<file path="src/rtl/skctl_skstat_unit.sv">
// POKEY SKCTLS control register and SKSTAT status unit.
// Decodes mode fields, pulses on init changes, keeps sticky errors, syncs serin.
module skctl_skstat_unit #(
    parameter logic [7:0] RESET_VAL   = 8'h00,
    parameter int         SYNC_STAGES = 2
) (
    input  logic       clk,
    input  logic       reset,
    input  logic       enn,
    input  logic       skctl_wren,
    input  logic       skres_wren,
    input  logic [7:0] D,
    input  logic       set_frame_err,
    input  logic       set_ser_ovr,
    input  logic       set_kbd_ovr,
    input  logic       serin_async,
    input  logic       shift_n,
    input  logic       key_held,
    input  logic       serin_busy,
    output logic [7:0] SKCTLS,
    output logic [7:0] SKSTAT,
    output logic       init,
    output logic       init_enter,
    output logic       init_exit,
    output logic       force_break,
    output logic [2:0] serial_mode,
    output logic       two_tone,
    output logic       kbd_scan_en,
    output logic       debounce_en
);

    // init level implied by the reset value, so no pulse follows reset
    localparam logic INIT_RST = ~(RESET_VAL[0] | RESET_VAL[1]);

    logic [7:0]             skctls_nxt;
    logic                   init_nxt;
    logic                   init_prev;
    logic                   frame_err;
    logic                   ser_ovr;
    logic                   kbd_ovr;
    logic [SYNC_STAGES-1:0] sync_q;
    logic                   serin_sync;

    // value SKCTLS takes at the coming enabled edge
    always_comb begin
        skctls_nxt = SKCTLS;
        if (skctl_wren) begin
            skctls_nxt = D;
        end
        init_nxt = ~(skctls_nxt[0] | skctls_nxt[1]);
    end

    // control register and init edge pulses, advanced once per machine cycle
    always_ff @(negedge clk or posedge reset) begin
        if (reset) begin
            SKCTLS     <= RESET_VAL;
            init_prev  <= INIT_RST;
            init_enter <= 1'b0;
            init_exit  <= 1'b0;
        end else if (enn) begin
            SKCTLS     <= skctls_nxt;
            init_prev  <= init_nxt;
            init_enter <= init_nxt & ~init_prev;
            init_exit  <= ~init_nxt & init_prev;
        end
    end

    // sticky error flags: init forces clear, set beats an SKRES write
    always_ff @(negedge clk or posedge reset) begin
        if (reset) begin
            frame_err <= 1'b0;
            ser_ovr   <= 1'b0;
            kbd_ovr   <= 1'b0;
        end else if (enn) begin
            if (init) begin
                frame_err <= 1'b0;
                ser_ovr   <= 1'b0;
                kbd_ovr   <= 1'b0;
            end else begin
                if (set_frame_err) begin
                    frame_err <= 1'b1;
                end else if (skres_wren) begin
                    frame_err <= 1'b0;
                end
                if (set_ser_ovr) begin
                    ser_ovr <= 1'b1;
                end else if (skres_wren) begin
                    ser_ovr <= 1'b0;
                end
                if (set_kbd_ovr) begin
                    kbd_ovr <= 1'b1;
                end else if (skres_wren) begin
                    kbd_ovr <= 1'b0;
                end
            end
        end
    end

    // serial input synchroniser, free running and idling at mark
    always_ff @(negedge clk or posedge reset) begin
        if (reset) begin
            sync_q <= '1;
        end else begin
            sync_q <= {sync_q[SYNC_STAGES-2:0], serin_async};
        end
    end

    assign serin_sync = sync_q[SYNC_STAGES-1];

    // field decode and active-low status word
    always_comb begin
        init        = ~(SKCTLS[0] | SKCTLS[1]);
        force_break = SKCTLS[7];
        serial_mode = SKCTLS[6:4];
        two_tone    = SKCTLS[3];
        kbd_scan_en = SKCTLS[1];
        debounce_en = SKCTLS[0];
        SKSTAT      = {~frame_err, ~kbd_ovr, ~ser_ovr, serin_sync,
                       shift_n, ~key_held, ~serin_busy, 1'b1};
    end

endmodule

</file>
<file path="config.mk">
export PLATFORM = sky130hd
export DESIGN_NAME = skctl_skstat_unit
export DESIGN_NICKNAME = d
export VERILOG_FILES = /design/src/rtl/skctl_skstat_unit.sv
export SDC_FILE = /design/constraint.sdc
export NUM_CORES = 1
export LEC_CHECK = 0
export CORE_MARGIN = 3
export CORE_UTILIZATION = 36
export DETAILED_ROUTE_END_ITERATION = 6
export HOLD_SLACK_MARGIN = 0.15
export PLACE_DENSITY_LB_ADDON = 0.3
export SYNTH_ARGS = -nofsm -noshare
export SYNTH_HDL_FRONTEND = slang
export SYNTH_SLANG_ARGS = --single-unit
</file>
<file path="constraint.sdc">
create_clock -name clk -period 1.48 [get_ports clk]
set_clock_uncertainty 0.1 [all_clocks]
set_input_delay 0.296 -clock clk [delete_from_list [all_inputs] [get_ports clk]]
set_output_delay 0.296 -clock clk [all_outputs]
set_load 0.03 [all_outputs]
</file>
==> flow_summary_export.csv <==
group,metric,value,unit
status,status,"finished, violations left",
status,violations,"setup timing",
logic_synthesis,synth_edf_count,0,
worst_setup_path,endpoint_kind,"primary output",
grt,grt_overflow,0,
floorplanning,initial_utilization,40.9,%
logic_synthesis,syn_inst,60,
clock_network,cts_hold_buffers,0,
logic_synthesis,muxShareOfSynthArea,16.0,%
logic_synthesis,yosys.area.top_type_share,43.3,%
logic_synthesis,synth_area_per_cell,12.5,um2
power_and_ir_drop,power_density,1120,mW/mm2
worst_setup_path,max_stage_delay,0.54,ns
worst_setup_path,crit_fanout,4,
logic_synthesis,ys_types,19,
logic_synthesis,synthXorXnorAreaFrac,0,%
floorplanning,die_h,51.7,um
grt,grt_pass1_vias,650,
floorplanning,fp.coreArea,0.00184,mm2
grt,grt_use_met2,26.9,%
floorplanning,pin_count,46,
worst_setup_path,worstSetupPathType,"reg2out",
drt,wire_per_inst,13.6,um
worst_setup_path,crit_family,"flip-flops",
clock_network,cts_made_buffers,3,
power_and_ir_drop,finalPower,1.54,mW
logic_synthesis,ys_top_cells_by_area,"dfrtn_1 43%, mux2_4 16%, dfstp_2 10%",
logic_synthesis,synth-simple-area-share,6.82,%
drt,vias_per_cell,4.35,
logic_synthesis,synth_compound_area_share,7.49,%
timing,hold_viol,0,
logic_synthesis,async_flop_share,100,%
layout,final_area,0.00137,mm2
timing,maxSlewViolCount,0,
logic_synthesis,syn_nets,80,
grt,met1_usage,20.5,%
layout,insertedDiodeCount,0,
placement,postPlaceCellArea,0.00117,mm2
clock_network,ctsHtreeMaxLevel,1,
power_and_ir_drop,leakage,0.717,nW
placement,port_buffers,42,
run,maxCapViolations,0,
worst_setup_path,critPathBufInv,1,
timing,fin_tns_setup,-13.13,ns
clock_network,cts_tree,"done",
drt,drc,0,
placement,gp_congestion,0.701,
layout,nFillCells,124,
floorplanning,num_rows,15,
worst_setup_path,crit_arrival,1.77,ns
logic_synthesis,netlist_area,752,um2
grt,busiest_layer,"met2",
grt,grt_use_met3,3.15,%
power_and_ir_drop,vdd_drop_max,621,uV
drt,drt_wl_total,1.96,mm
worst_setup_path,startpoint_type,"register",
layout,layout.nets,140,
clock_network,clock-sinks,16,
clock_network,clock_path_buffers,2,
logic_synthesis,synth_top_family_by_area,"multiplexers",
logic_synthesis,yosysWarnings,0,
layout,stdcell_count,144,
layout,drive_gt1_share,63.9,%
placement,post-place-cells,128,
logic_synthesis,synth_fa_ha_area_share,0,%
timing,setup_viol_count_final,31,
worst_setup_path,worstPathRequired,1.08,ns
worst_hold_path,hold_path_class,"reg2reg",
grt,gr-usage-all-layers,16.2,%
layout,syn_to_final_growth,82.4,%
drt,vias,626,
clock_network,clock_latency,0.34,ns
floorplanning,die_w,51.7,um
clock_network,clk_pin_slew,0.06,ns
grt,grt_antenna_before_repair,0,
clock_network,cts_root_buf,"clkbuf_4",
layout,multiInputGateArea,279,um2
timing,setup_ws,-0.685,ns
drt,ant_nets,0,
grt,grt_pass1_wl,3.16,mm
worst_setup_path,worstPathCellList,"nor2_4, buf_6",
grt,grt_max_degree,10,
worst_setup_path,slowest_stage,"dfrtn_1",
drt,drt_first_pass_iters,3,
logic_synthesis,ys_seq_elements,16,
drt,drtIter0Drc,2,
logic_synthesis,synth_seq_area_share,53.7,%
logic_synthesis,yosysTopAreaCell,"dfrtn_1",
layout,seq_area,404,um2
placement,dp.final_hpwl,1.41,mm
logic_synthesis,ys_dominant_reg_cell,"dfrtn_1",
floorplanning,dieArea,0.00267,mm2
timing,grt_setup_unrepaired,"yes",
layout,fin_util,74.6,%
-- cells in the mapped netlist, types with 2 or more instances --
cell type  count
a21oi_1        2
mux2_4         8
inv_1          8
a22o_1         3
nor2_1         2
buf_4         10
dfstp_2        3
dfrtn_1       13
-- registers in the layout, indices dropped and copies added (netlist names) --
register,cells
init_prev,1
init_exit,1
kbd_ovr,1
sync_q,2
SKCTLS,8
init_enter,1
ser_ovr,1
frame_err,1
-- stage by stage --
| stage | hold slack, ns | setup slack, ns |
|---|---|---|
| final | 0.252 | -0.685 |
| after global routing | 0.265 | -0.715 |
| after CTS | 0.253 | -0.692 |
| after detailed placement | 0.247 | -0.920 |
| after global placement | 0.246 | -0.901 |
| after floorplan | 0.245 | -0.497 |
-- layer usage --
layer,share of wire [%],wire [um],up-vias
met3,7.7,152,2
met1,40,777,294
met4,0.82,16,0
li1,-,-,303
met2,52,1020,27
met5,0,0,-
-- worst paths after layout --
kind                                       start                      to  slack (ns)  depth (start not counted)
min in group asynchronous                  reset  init_enter$_DFFE_NP0P_        0.77                          2
max in group asynchronous                  reset   SKCTLS[2]$_DFFE_NP0P_        0.09                          3
setup / recovery           SKCTLS[1]$_DFFE_NP0P_                    init       -0.68                          2
hold reg to reg              sync_q[0]$_DFF_NP1_     sync_q[1]$_DFF_NP1_        0.25                          0
setup reg to reg           SKCTLS[0]$_DFFE_NP0P_   init_exit$_DFFE_NP0P_        0.10                          5
hold / removal               sync_q[0]$_DFF_NP1_     sync_q[1]$_DFF_NP1_        0.25                          0
-- layout by cell type (no fill, tap or decap), types with 2 or more instances in the layout --
master           Yosys  routed
buf_4               10      28
buf_6                1      18
dfrtn_1             13      13
dlygate4sd2_1        0       9
mux2_4               8       8
inv_1                8       7
clkdlybuf4s50_1      0       4
a22o_1               3       3
inv_2                0       3
clkbuf_4             0       3
dfstp_2              3       3
nor2_4               0       2
buf_12               0       2
buf_2                0       2
-- area by class of cell --
class	instances	share of cell area [%]
Timing Repair Buffer	64	43.2
Sequential cell	16	29.5
Multi-Input combinational cell	25	20.3
Tap cell	25	2.28
Inverter	7	1.92
Clock buffer	3	1.64
Clock inverter	4	1.19
-- report_power, final --
part           internal [mW]  switching [mW]
Combinational          0.374           0.338
Sequential             0.509          0.0618
Clock                  0.111           0.147
Total                  0.994           0.547
-- worst register-to-register path: cells and delay by family, from the launching register on --
family                 cells  cell delay (ns)
and+or+nand+nor            1             0.17
buffers and inverters      2             0.30
DFF                        1             0.42
AOI/OAI and AO/OA          2             0.23
-- cell families after synthesis --
group	after synthesis
AO/OA/AOI/OAI	8
buffers and inverters	19
flip-flops	16
multiplexers	8
other	1
AND/OR/NAND/NOR	8
-- repair_timing --
item	in CTS	in global routing
pin swaps	8	2
setup buffers	7	3
endpoints found under the setup margin	36	34
gates resized for setup	56	4
Power figures use the tool's default switching activity.
